<file path="src/rtl/pipe_pkg.sv">
// Shared constants for the pipeline stage registers: state encoding, default widths
// and control-bit positions used when packing/unpacking ctrl at each instantiation site.
package pipe_pkg;

  localparam logic [1:0] ST_EMPTY = 2'd0;
  localparam logic [1:0] ST_ONE   = 2'd1;
  localparam logic [1:0] ST_FULL  = 2'd2;

  localparam int PIPE_DATA_W = 128;
  localparam int PIPE_CTRL_W = 8;

  localparam int CTRL_REGWEN   = 0;
  localparam int CTRL_MEMW     = 1;
  localparam int CTRL_MEMREAD  = 2;
  localparam int CTRL_TRAPREQ  = 3;
  localparam int CTRL_IS_JALR  = 4;
  localparam int CTRL_IS_DIV   = 5;
  localparam int CTRL_WBSEL_LO = 6;
  localparam int CTRL_WBSEL_HI = 7;

  typedef struct packed {
    logic [1:0] wbsel;
    logic       is_div;
    logic       is_jalr;
    logic       trap_req;
    logic       mem_read;
    logic       mem_w;
    logic       reg_wen;
  } ctrl_t;

endpackage

</file>
<file path="src/rtl/pipe_skid_slot.sv">
// One payload+ctrl register with load enable; ctrl-clear beats load so a squash
// never leaves live control bits behind, while the payload is simply retained.
module pipe_skid_slot
  import pipe_pkg::*;
#(
  parameter int DATA_W = PIPE_DATA_W,
  parameter int CTRL_W = PIPE_CTRL_W
) (
  input  logic              clk,
  input  logic              rst,
  input  logic              i_ld,
  input  logic              i_clr,
  input  logic [DATA_W-1:0] i_data,
  input  logic [CTRL_W-1:0] i_ctrl,
  output logic [DATA_W-1:0] o_data,
  output logic [CTRL_W-1:0] o_ctrl
);

  logic [DATA_W-1:0] r_data;
  logic [CTRL_W-1:0] r_ctrl;

  always_ff @(posedge clk or posedge rst) begin
    if (rst) begin
      r_data <= '0;
      r_ctrl <= '0;
    end else begin
      if (i_ld) begin
        r_data <= i_data;
      end
      if (i_clr) begin
        r_ctrl <= '0;
      end else if (i_ld) begin
        r_ctrl <= i_ctrl;
      end
    end
  end

  assign o_data = r_data;
  assign o_ctrl = r_ctrl;

endmodule

</file>
<file path="src/rtl/pipe_skid_stage.sv">
// Valid/ready pipeline stage, 1-cycle latency; optional 2-entry skid keeps in_ready registered,
// otherwise in_ready is combinational. Flush squashes held entries; stall cycles counted (saturating).
module pipe_skid_stage
  import pipe_pkg::*;
#(
  parameter int DATA_W  = PIPE_DATA_W,
  parameter int CTRL_W  = PIPE_CTRL_W,
  parameter bit SKID_EN = 1'b1,
  parameter int CNT_W   = 16
) (
  input  logic              clk,
  input  logic              reset,
  input  logic              in_valid,
  output logic              in_ready,
  input  logic [DATA_W-1:0] in_data,
  input  logic [CTRL_W-1:0] in_ctrl,
  input  logic              flush,
  output logic              out_valid,
  input  logic              out_ready,
  output logic [DATA_W-1:0] out_data,
  output logic [CTRL_W-1:0] out_ctrl,
  output logic [1:0]        occupancy,
  input  logic              cnt_clr,
  output logic [CNT_W-1:0]  stall_cnt
);

  logic [1:0]        r_state;
  logic [1:0]        w_nxt_state;
  logic              r_in_rdy;
  logic [CNT_W-1:0]  r_stall;

  logic              w_out_vld;
  logic              w_in_fire;
  logic              w_out_fire;
  logic              w_main_ld;
  logic              w_main_from_skid;
  logic              w_skid_ld;

  logic [DATA_W-1:0] w_main_data;
  logic [CTRL_W-1:0] w_main_ctrl;
  logic [DATA_W-1:0] w_skid_data;
  logic [CTRL_W-1:0] w_skid_ctrl;
  logic [DATA_W-1:0] w_main_din;
  logic [CTRL_W-1:0] w_main_cin;

  assign w_out_vld  = (r_state != ST_EMPTY);
  assign w_in_fire  = in_valid & in_ready;
  assign w_out_fire = w_out_vld & out_ready;

  // Without a skid, r_in_rdy only gates in_ready low until the first edge after reset.
  assign in_ready = SKID_EN ? r_in_rdy : (r_in_rdy & (~w_out_vld | out_ready));

  always_comb begin
    w_nxt_state      = r_state;
    w_main_ld        = 1'b0;
    w_main_from_skid = 1'b0;
    w_skid_ld        = 1'b0;
    if (flush) begin
      w_nxt_state = ST_EMPTY;
    end else begin
      case (r_state)
        ST_EMPTY: begin
          if (w_in_fire) begin
            w_nxt_state = ST_ONE;
            w_main_ld   = 1'b1;
          end
        end
        ST_ONE: begin
          if (w_in_fire && w_out_fire) begin
            w_main_ld = 1'b1;
          end else if (w_in_fire && SKID_EN) begin
            w_nxt_state = ST_FULL;
            w_skid_ld   = 1'b1;
          end else if (w_out_fire) begin
            w_nxt_state = ST_EMPTY;
          end
        end
        ST_FULL: begin
          if (w_out_fire) begin
            w_nxt_state      = ST_ONE;
            w_main_ld        = 1'b1;
            w_main_from_skid = 1'b1;
          end
        end
        default: w_nxt_state = ST_EMPTY;
      endcase
    end
  end

  always_ff @(posedge clk or posedge reset) begin
    if (reset) begin
      r_state  <= ST_EMPTY;
      r_in_rdy <= 1'b0;
    end else begin
      r_state  <= w_nxt_state;
      r_in_rdy <= SKID_EN ? (w_nxt_state != ST_FULL) : 1'b1;
    end
  end

  always_ff @(posedge clk or posedge reset) begin
    if (reset) begin
      r_stall <= '0;
    end else if (cnt_clr) begin
      r_stall <= '0;
    end else if (w_out_vld && !out_ready && (r_stall != {CNT_W{1'b1}})) begin
      r_stall <= r_stall + 1'b1;
    end
  end

  assign w_main_din = w_main_from_skid ? w_skid_data : in_data;
  assign w_main_cin = w_main_from_skid ? w_skid_ctrl : in_ctrl;

  pipe_skid_slot #(
    .DATA_W (DATA_W),
    .CTRL_W (CTRL_W)
  ) u_main (
    .clk    (clk),
    .rst    (reset),
    .i_ld   (w_main_ld),
    .i_clr  (flush),
    .i_data (w_main_din),
    .i_ctrl (w_main_cin),
    .o_data (w_main_data),
    .o_ctrl (w_main_ctrl)
  );

  if (SKID_EN) begin : g_skid
    pipe_skid_slot #(
      .DATA_W (DATA_W),
      .CTRL_W (CTRL_W)
    ) u_skid (
      .clk    (clk),
      .rst    (reset),
      .i_ld   (w_skid_ld),
      .i_clr  (flush),
      .i_data (in_data),
      .i_ctrl (in_ctrl),
      .o_data (w_skid_data),
      .o_ctrl (w_skid_ctrl)
    );
  end else begin : g_no_skid
    assign w_skid_data = '0;
    assign w_skid_ctrl = '0;
  end

  assign out_valid = w_out_vld;
  assign out_data  = w_main_data;
  assign out_ctrl  = w_out_vld ? w_main_ctrl : '0;
  assign occupancy = r_state;
  assign stall_cnt = r_stall;

endmodule

</file>
<file path="config.mk">
export PLATFORM = sky130hd
export DESIGN_NAME = pipe_skid_stage
export DESIGN_NICKNAME = d
export VERILOG_FILES = /design/src/rtl/pipe_pkg.sv /design/src/rtl/pipe_skid_slot.sv /design/src/rtl/pipe_skid_stage.sv
export SDC_FILE = /design/constraint.sdc
export NUM_CORES = 1
export LEC_CHECK = 0
export CELL_PAD_IN_SITES_DETAIL_PLACEMENT = 1
export CELL_PAD_IN_SITES_GLOBAL_PLACEMENT = 2
export CORE_AREA = 2 2 148 294
export DETAILED_ROUTE_END_ITERATION = 8
export DIE_AREA = 0 0 150 296
export GPL_TIMING_DRIVEN = 1
export MAX_ROUTING_LAYER = met4
export PLACE_DENSITY_LB_ADDON = 0.1
export SLEW_MARGIN = 20
export SYNTH_ARGS = -nofsm -noshare
export SYNTH_HDL_FRONTEND = slang
export SYNTH_SLANG_ARGS = --single-unit
</file>
<file path="constraint.sdc">
create_clock -name clk -period 9.2 [get_ports clk]
set_input_delay 1.84 -clock clk [delete_from_list [all_inputs] [get_ports clk]]
set_output_delay 1.84 -clock clk [all_outputs]
set_load 0.01 [all_outputs]
</file>
# == Word level (Yosys, flattened, before mapping) ==
# Index checks and enable logic that the tools add are counted.
# totals
reg_bits,291
in_bits,142
output_inout_bits,156
elab_cells,49
# op_classes
n_addsub,1
eq_ne,4
muxes,26
bitwise,2
reduce_logical,9
# op_table
operator,n
two-way mux 128 bit,1
two-way mux 8 bit,6
two-way mux 16 bit,2
"adder 16 x 1 -> 16 bit, second input constant",1
"!= test 16 bit, second input constant",1
two-way mux 2 bit,6
two-way mux 1 bit,9
nonzero test 2 bit,4
one-hot mux 2 bit (3 select lines),1
logical AND 1 bit,3
one-hot mux 1 bit (3 select lines),1
bitwise AND 1 bit,2
"equality test 2 x 1 -> 1 bit, second input constant",1
"equality test 2 bit, second input constant",1
logical NOT 2 bit,1
"!= test 2 bit, second input constant",1
logical NOT 1 bit,1

# == Logic depth before layout (Yosys ltp) ==
# depth
depth_word,8
depth_mapped,7
mapped_depth_nobuf,5

# == Hierarchy ==
# Synthesis repeated with hierarchy kept, for this count alone.
# unflattened
cells_unflattened,877
hier_area_um2,13261.5
# modules_own_cells
mod,n_inst,cells_each,area_each_um2,seq_area_each_um2
pipe_skid_slot,2,297,5195.0,3403.3
pipe_skid_stage,1,283,2871.5,475.5

# == Worst setup path after synthesis ==
# Ideal clock, no wire load.
# synth_path
kind,input -> register
start,in out_ready
end,reg u_main.r_data[20] (netlist: u_main.o_data[20])
setup_ns,0.128
arrival_time_ns,3.272
required_time_ns,9.072
slack_ns,5.800
path_stages,7
n_path_buf,3
cell_sequence,nand2_1 -> nor3_1 -> buf_2 -> buf_2 -> buf_2 -> mux2_2 -> mux2_1
# synth_via
elab_chain_len,5
elab_cells_between_ends,9
cone_classes,mux: 7; bitwise: 1; reduce/logical: 1
# synth_rtl
item,line,rtl
start: declaration,pipe_skid_stage.sv:19,"input logic out_ready,"
bitwise AND 1 bit *,pipe_skid_stage.sv:48,assign w_out_fire = w_out_vld & out_ready;
logical AND 1 bit or two-way mux 1 bit (tied branches),"pipe_skid_stage.sv:69, pipe_skid_stage.sv:79",
"two-way mux 1 bit, on equally long branches","pipe_skid_stage.sv:69, pipe_skid_stage.sv:61",
one-hot mux 1 bit (3 select lines) or two-way mux 1 bit (tied branches),"pipe_skid_stage.sv:61, pipe_skid_stage.sv:58",
two-way mux 1 bit or two-way mux 128 bit (tied branches),"pipe_skid_stage.sv:58, pipe_skid_stage.sv:110",
end signal: assignment,pipe_skid_slot.sv:28,r_data <= i_data;
end: declaration,pipe_skid_slot.sv:19,logic [DATA_W-1:0] r_data;
# Mark *: on every way between the ends. The rest lies on a longest branch, timed or not.
# A chain may end at the register's enable or synchronous reset.

# == Final worst setup path ==
# layout_path
start,in out_ready
end,reg u_main.r_data[4] (netlist: u_main.o_data[4])
# The elaborated chain is that of the path after synthesis.

==> qor_table.md <==
| Stage | Metric | Value |
| --- | --- | --- |
| grt | Overall routing resource usage | 0.159 |
| hold path | Number of cells on the worst hold path | 1 |
| setup path | Path type of the worst setup path | in2reg |
| setup path | Flop-to-flop setup slack | 5.94 ns |
| run | Maxcap violations | 0 |
| synthesis | Multiplexer fraction of the synthesized cell area | 0.367 |
| hold path | Worst min-delay path startpoint | u_main.o_data[35]$_DFFE_PP0P_ |
| clock network | TritonCTS clock tree | built |
| placement | Input/output buffers | 297 |
| synthesis | Adder-cell area share of the yosys netlist | 0.000942 |
| power | Total net switching power | 0.994 mW |
| synthesis | Post-synth EDFFs | 0 |
| timing | Unrepaired setup endpoints after global routing | false |
| floorplanning | Std cell rows | 107 |
| timing | Hold Vio Cnt, Final | 0 |
| synthesis | Post-synthesis simple-gate area fraction | 0.0386 |
| timing | Max Fclk | 222 MHz |
| setup path | Capture instance of the worst register-to-register path | u_main.o_data[4]$_DFFE_PP0P_ |
| power | Proportion of power drawn by combinational gates | 0.225 |
| clock network | Post-cts resize count | 0 |
| timing | Tightest Pin Transition | 0.972 ns |
| power | Proportion of power drawn by the clock network | 0.328 |
| detailed routing | Length of the first detailed-routing pass in iterations | 4 |
| synthesis | Cells after Synth | 885 |
| timing | Final-report setup violation count | 0 |
| setup path | Critical path's largest stage delay | 0.86 ns |
| layout | Flip-flop and latch area | 7280 um^2 |
| grt | Final global-route overflow total | 0 |
| synthesis | Share of the synthesized area in the top cell type | 0.548 |
| setup path | Max stage delay cell, worst path | buf_4 |
| grt | Initial antenna violation count | 5 |
| clock network | CTS HTree Levels | 1 |
| setup path | Required time at the endpoint of the critical path | 9.64 ns |
| synthesis | Dominant synthesized flop cell | dfrtp_1 |
| detailed routing | DR vias | 8283 |
| clock network | Post-CTS setup buffer count | 0 |
| detailed routing | Total wirelength of the detailed-routed design | 34.6 mm |
| synthesis | Main combinational cell family by area after synthesis | multiplexers |
| clock network | Clock sink count | 291 |
| timing | Worst slew margin | 0.352 |
| setup path | Reg2Reg Depth | 5 |
| placement | Placer Congestion | 0.756 |
| placement | HPWL reported at the end of detailed placement | 23.2 mm |
| timing | Portion of the clock cycle consumed by the worst path in the final layout | 0.489 |
| synthesis | Post-synthesis register bit count | 291 |
| setup path | Ordered cell list for the critical path | clkdlybuf4s50_1 > nand2_1 > a21oi_2 > o21ba_4 > buf_4 > mux2_1 |
| clock network | Count of hold buffers inserted by post-cts repair | 0 |
| synthesis | Mapped cell area | 13300 um^2 |
| timing | Clock period minus worst slack | 4.50 ns |
| hold path | Path category of the worst min-delay check | reg2reg |
| power | Switching portion of total power | 0.257 |
| floorplanning | X dimension of the die | 150 um |
| grt | Maximum number of pins on one net before global-route repair | 74 |
| detailed routing | DRT iter0 DRCs | 164 |
| synthesis | Mean post-synth cell area | 15.0 um^2 |
| power | Sequential share of power | 0.447 |
| synthesis | Share of flip-flops with an asynchronous set or reset after synthesis | 1.00 |
| setup path | Bufs and invs on worst path | 2 |
| synthesis | Largest cells by area after synthesis | dfrtp_1 55%, mux2_2 23%, mux2_4 10% |
| setup path | Launching point of the worst reg2reg path | occupancy[1]$_DFF_PP0_ |
| synthesis | Part of the Yosys area used for sequential elements | 0.548 |
| detailed routing | Antenna violation net count after detailed routing | 0 |
| layout | Area added between synthesis and finish | 33.8% |
| synthesis | Area share of xor/xnor cells in the synthesized design | 0.000659 |
| power | Static leakage | 7.32 nW |
| timing | Final TNS setup | 0 ns |
| synthesis | Cell type with the highest aggregate area in the netlist | dfrtp_1 |
| setup path | Sort of element at the end of the critical path | flip-flop |
| setup path | Startpoint type of the worst setup path | primary input |
| clock network | Number of buffers between clock root and the deepest sink | 3 |
| setup path | Family with the most delay on the worst path | buffers and inverters |
| clock network | Clock insertion delay at the later pin of the skew report | 0.57 ns |
| power | Internal power summed over all cells | 2.88 mW |
| clock network | CTS Buf Count | 31 |
| clock network | Post-CTS clock slew at the launch and capture registers of the worst setup and hold paths | 0.06 ns |
| layout | Combined area of the multi-input logic cells | 5680 um^2 |
| setup path | Data arrival time at the worst-slack endpoint | 4.94 ns |
| setup path | Crit Path Max Fanout | 48 |
| power | Power Dens Cells | 218 nW/um^2 |
| floorplanning | DIE AREA | 44400 um^2 |
| layout | Share of final-layout standard cells stronger than drive strength 1 | 0.360 |
| grt | Via count of the first global-routing pass | 9413 |
| power | Worst VDD drop | 0.136 mV |
| floorplanning | Overall die height | 296 um |
| clock network | Clk root buf | clkbuf_16 |
| synthesis | Unique masters post-synth | 41 |
| synthesis | Post-synth net total | 1028 |
| timing | Fin Clk Skew | 0.00966 ns |
| detailed routing | Routed length per placed instance | 19.8 um |
| detailed routing | Avg Vias per Cell | 4.74 |
| grt | First-pass GRT wire length | 53.7 mm |
| floorplanning | Number of top-level pins | 298 |
| synthesis | Yosys Warn Count | 0 |
| hold path | End point of the most critical hold path | u_main.o_data[35]$_DFFE_PP0P_ |
| floorplanning | Initial Util | 0.314 |
| layout | NumNets Final | 1317 |
| layout | Fill cell total of the finished layout | 4325 |
| floorplanning | Placeable Area | 42300 um^2 |
| detailed routing | Count of unresolved DRC violations after routing | 0 |
| synthesis | Fraction of the mapped netlist area in compound gates | 0.0176 |
| power | Power, Total | 3.87 mW |
| status | Status | completed |
| timing | Pins Over Slew Limit | 0 |
-- through the flow --
step	cell area [um^2]	util	instances	hold WS [ns]	setup WS (ns)
5_1_grt	17800	0.420	1748	0.510	4.48
4_1_cts	17700	0.419	1743	0.491	4.67
2_1_floorplan	13300	-	885	0.475	3.50
3_3_place_gp	16700	0.395	1686	0.471	4.03
3_5_place_dp	16700	0.395	1686	0.476	4.07
6_report	17800	0.420	1748	0.484	4.70
-- how the worst max path moves through the flow --
stage,endpoint,depth (start not counted),startpoint
4_1_cts,u_main.o_data[124]$_DFFE_PP0P_,6,out_ready
2_1_floorplan,g_skid.u_skid.o_ctrl[0]$_DFFE_PP0P_,1,reset
3_5_place_dp,u_main.o_data[122]$_DFFE_PP0P_,6,out_ready
5_1_grt,u_main.o_data[4]$_DFFE_PP0P_,6,out_ready
3_3_place_gp,g_skid.u_skid.o_data[84]$_DFFE_PP0P_,4,flush
6_report,u_main.o_data[4]$_DFFE_PP0P_,6,out_ready
-- cell families after synthesis --
logic type / count (synthesis)
buf+inv: 58
compound gates: 35
mux: 405
fa+ha+maj: 1
xor+xnor: 1
simple gates: 94
flops: 291
-- power groups by stage --
stage / Sequential (mW) / Combinational, mW / Clock [mW]
final: 1.73 / 0.871 / 1.27
after global routing: 1.78 / 0.941 / 1.38
after CTS: 1.74 / 0.890 / 1.34
after detailed placement: 1.76 / 0.886 / 0
after global placement: 1.74 / 0.863 / 0
after floorplan: 1.77 / 0.423 / 0
-- area by class of cell --
| type | count | area share |
|---|---|---|
| repair buffers | 308 | 0.172 |
| inverters | 6 | 0.00148 |
| multi-input cells | 536 | 0.320 |
| well taps | 545 | 0.0384 |
| clock buffers | 38 | 0.0474 |
| diodes | 5 | 0.000704 |
| flip-flops and latches | 291 | 0.410 |
| clock inverters | 19 | 0.0105 |
-- state kept, by name (all words and copies together), names as in the netlist --
signal,count
g_skid.u_skid.o_ctrl,8
in_ready,1
u_main.o_ctrl,8
stall_cnt,16
u_main.o_data,128
occupancy,2
g_skid.u_skid.o_data,128
-- synthesized netlist by cell type (all sizes together), types with 2 or more instances --
cell	number
a211oi	8
a21oi	11
and3	2
buf	44
clkbuf	8
dfrtp	291
inv	6
mux2	387
mux2i	18
nand2	9
nand2b	3
nand3	6
nand4	8
nor2	18
nor2b	10
nor3	14
nor3b	2
nor4	4
o21ai	5
o21ba	2
o31ai	6
or2	2
or3	6
or4	5
-- routing by layer --
layer,vias up,GRT usage,part of all wire
met3,43,0.0531,0.088
li1,3776,-,-
met4,0,0.0439,0.024
met5,-,-,0
met2,250,0.256,0.47
met1,4214,0.190,0.42
-- placed cells by master, fill, tap and decap left out, types with 6 or more instances in the layout --
master	synthesis	final
clkinv_2	0	11
mux2_4	91	91
or3_1	6	6
clkdlybuf4s50_1	0	297
mux2i_1	18	18
a21oi_1	10	10
dfrtp_1	291	291
nor2_1	18	18
clkbuf_16	0	31
nand3_1	6	6
o31ai_1	6	6
nor2b_1	10	10
nand4_1	8	8
nor3_1	14	12
mux2_2	267	267
mux2_1	29	29
buf_4	1	11
a211oi_1	8	8
nand2_1	9	9
No activity file was read; power rests on OpenSTA's default activity.
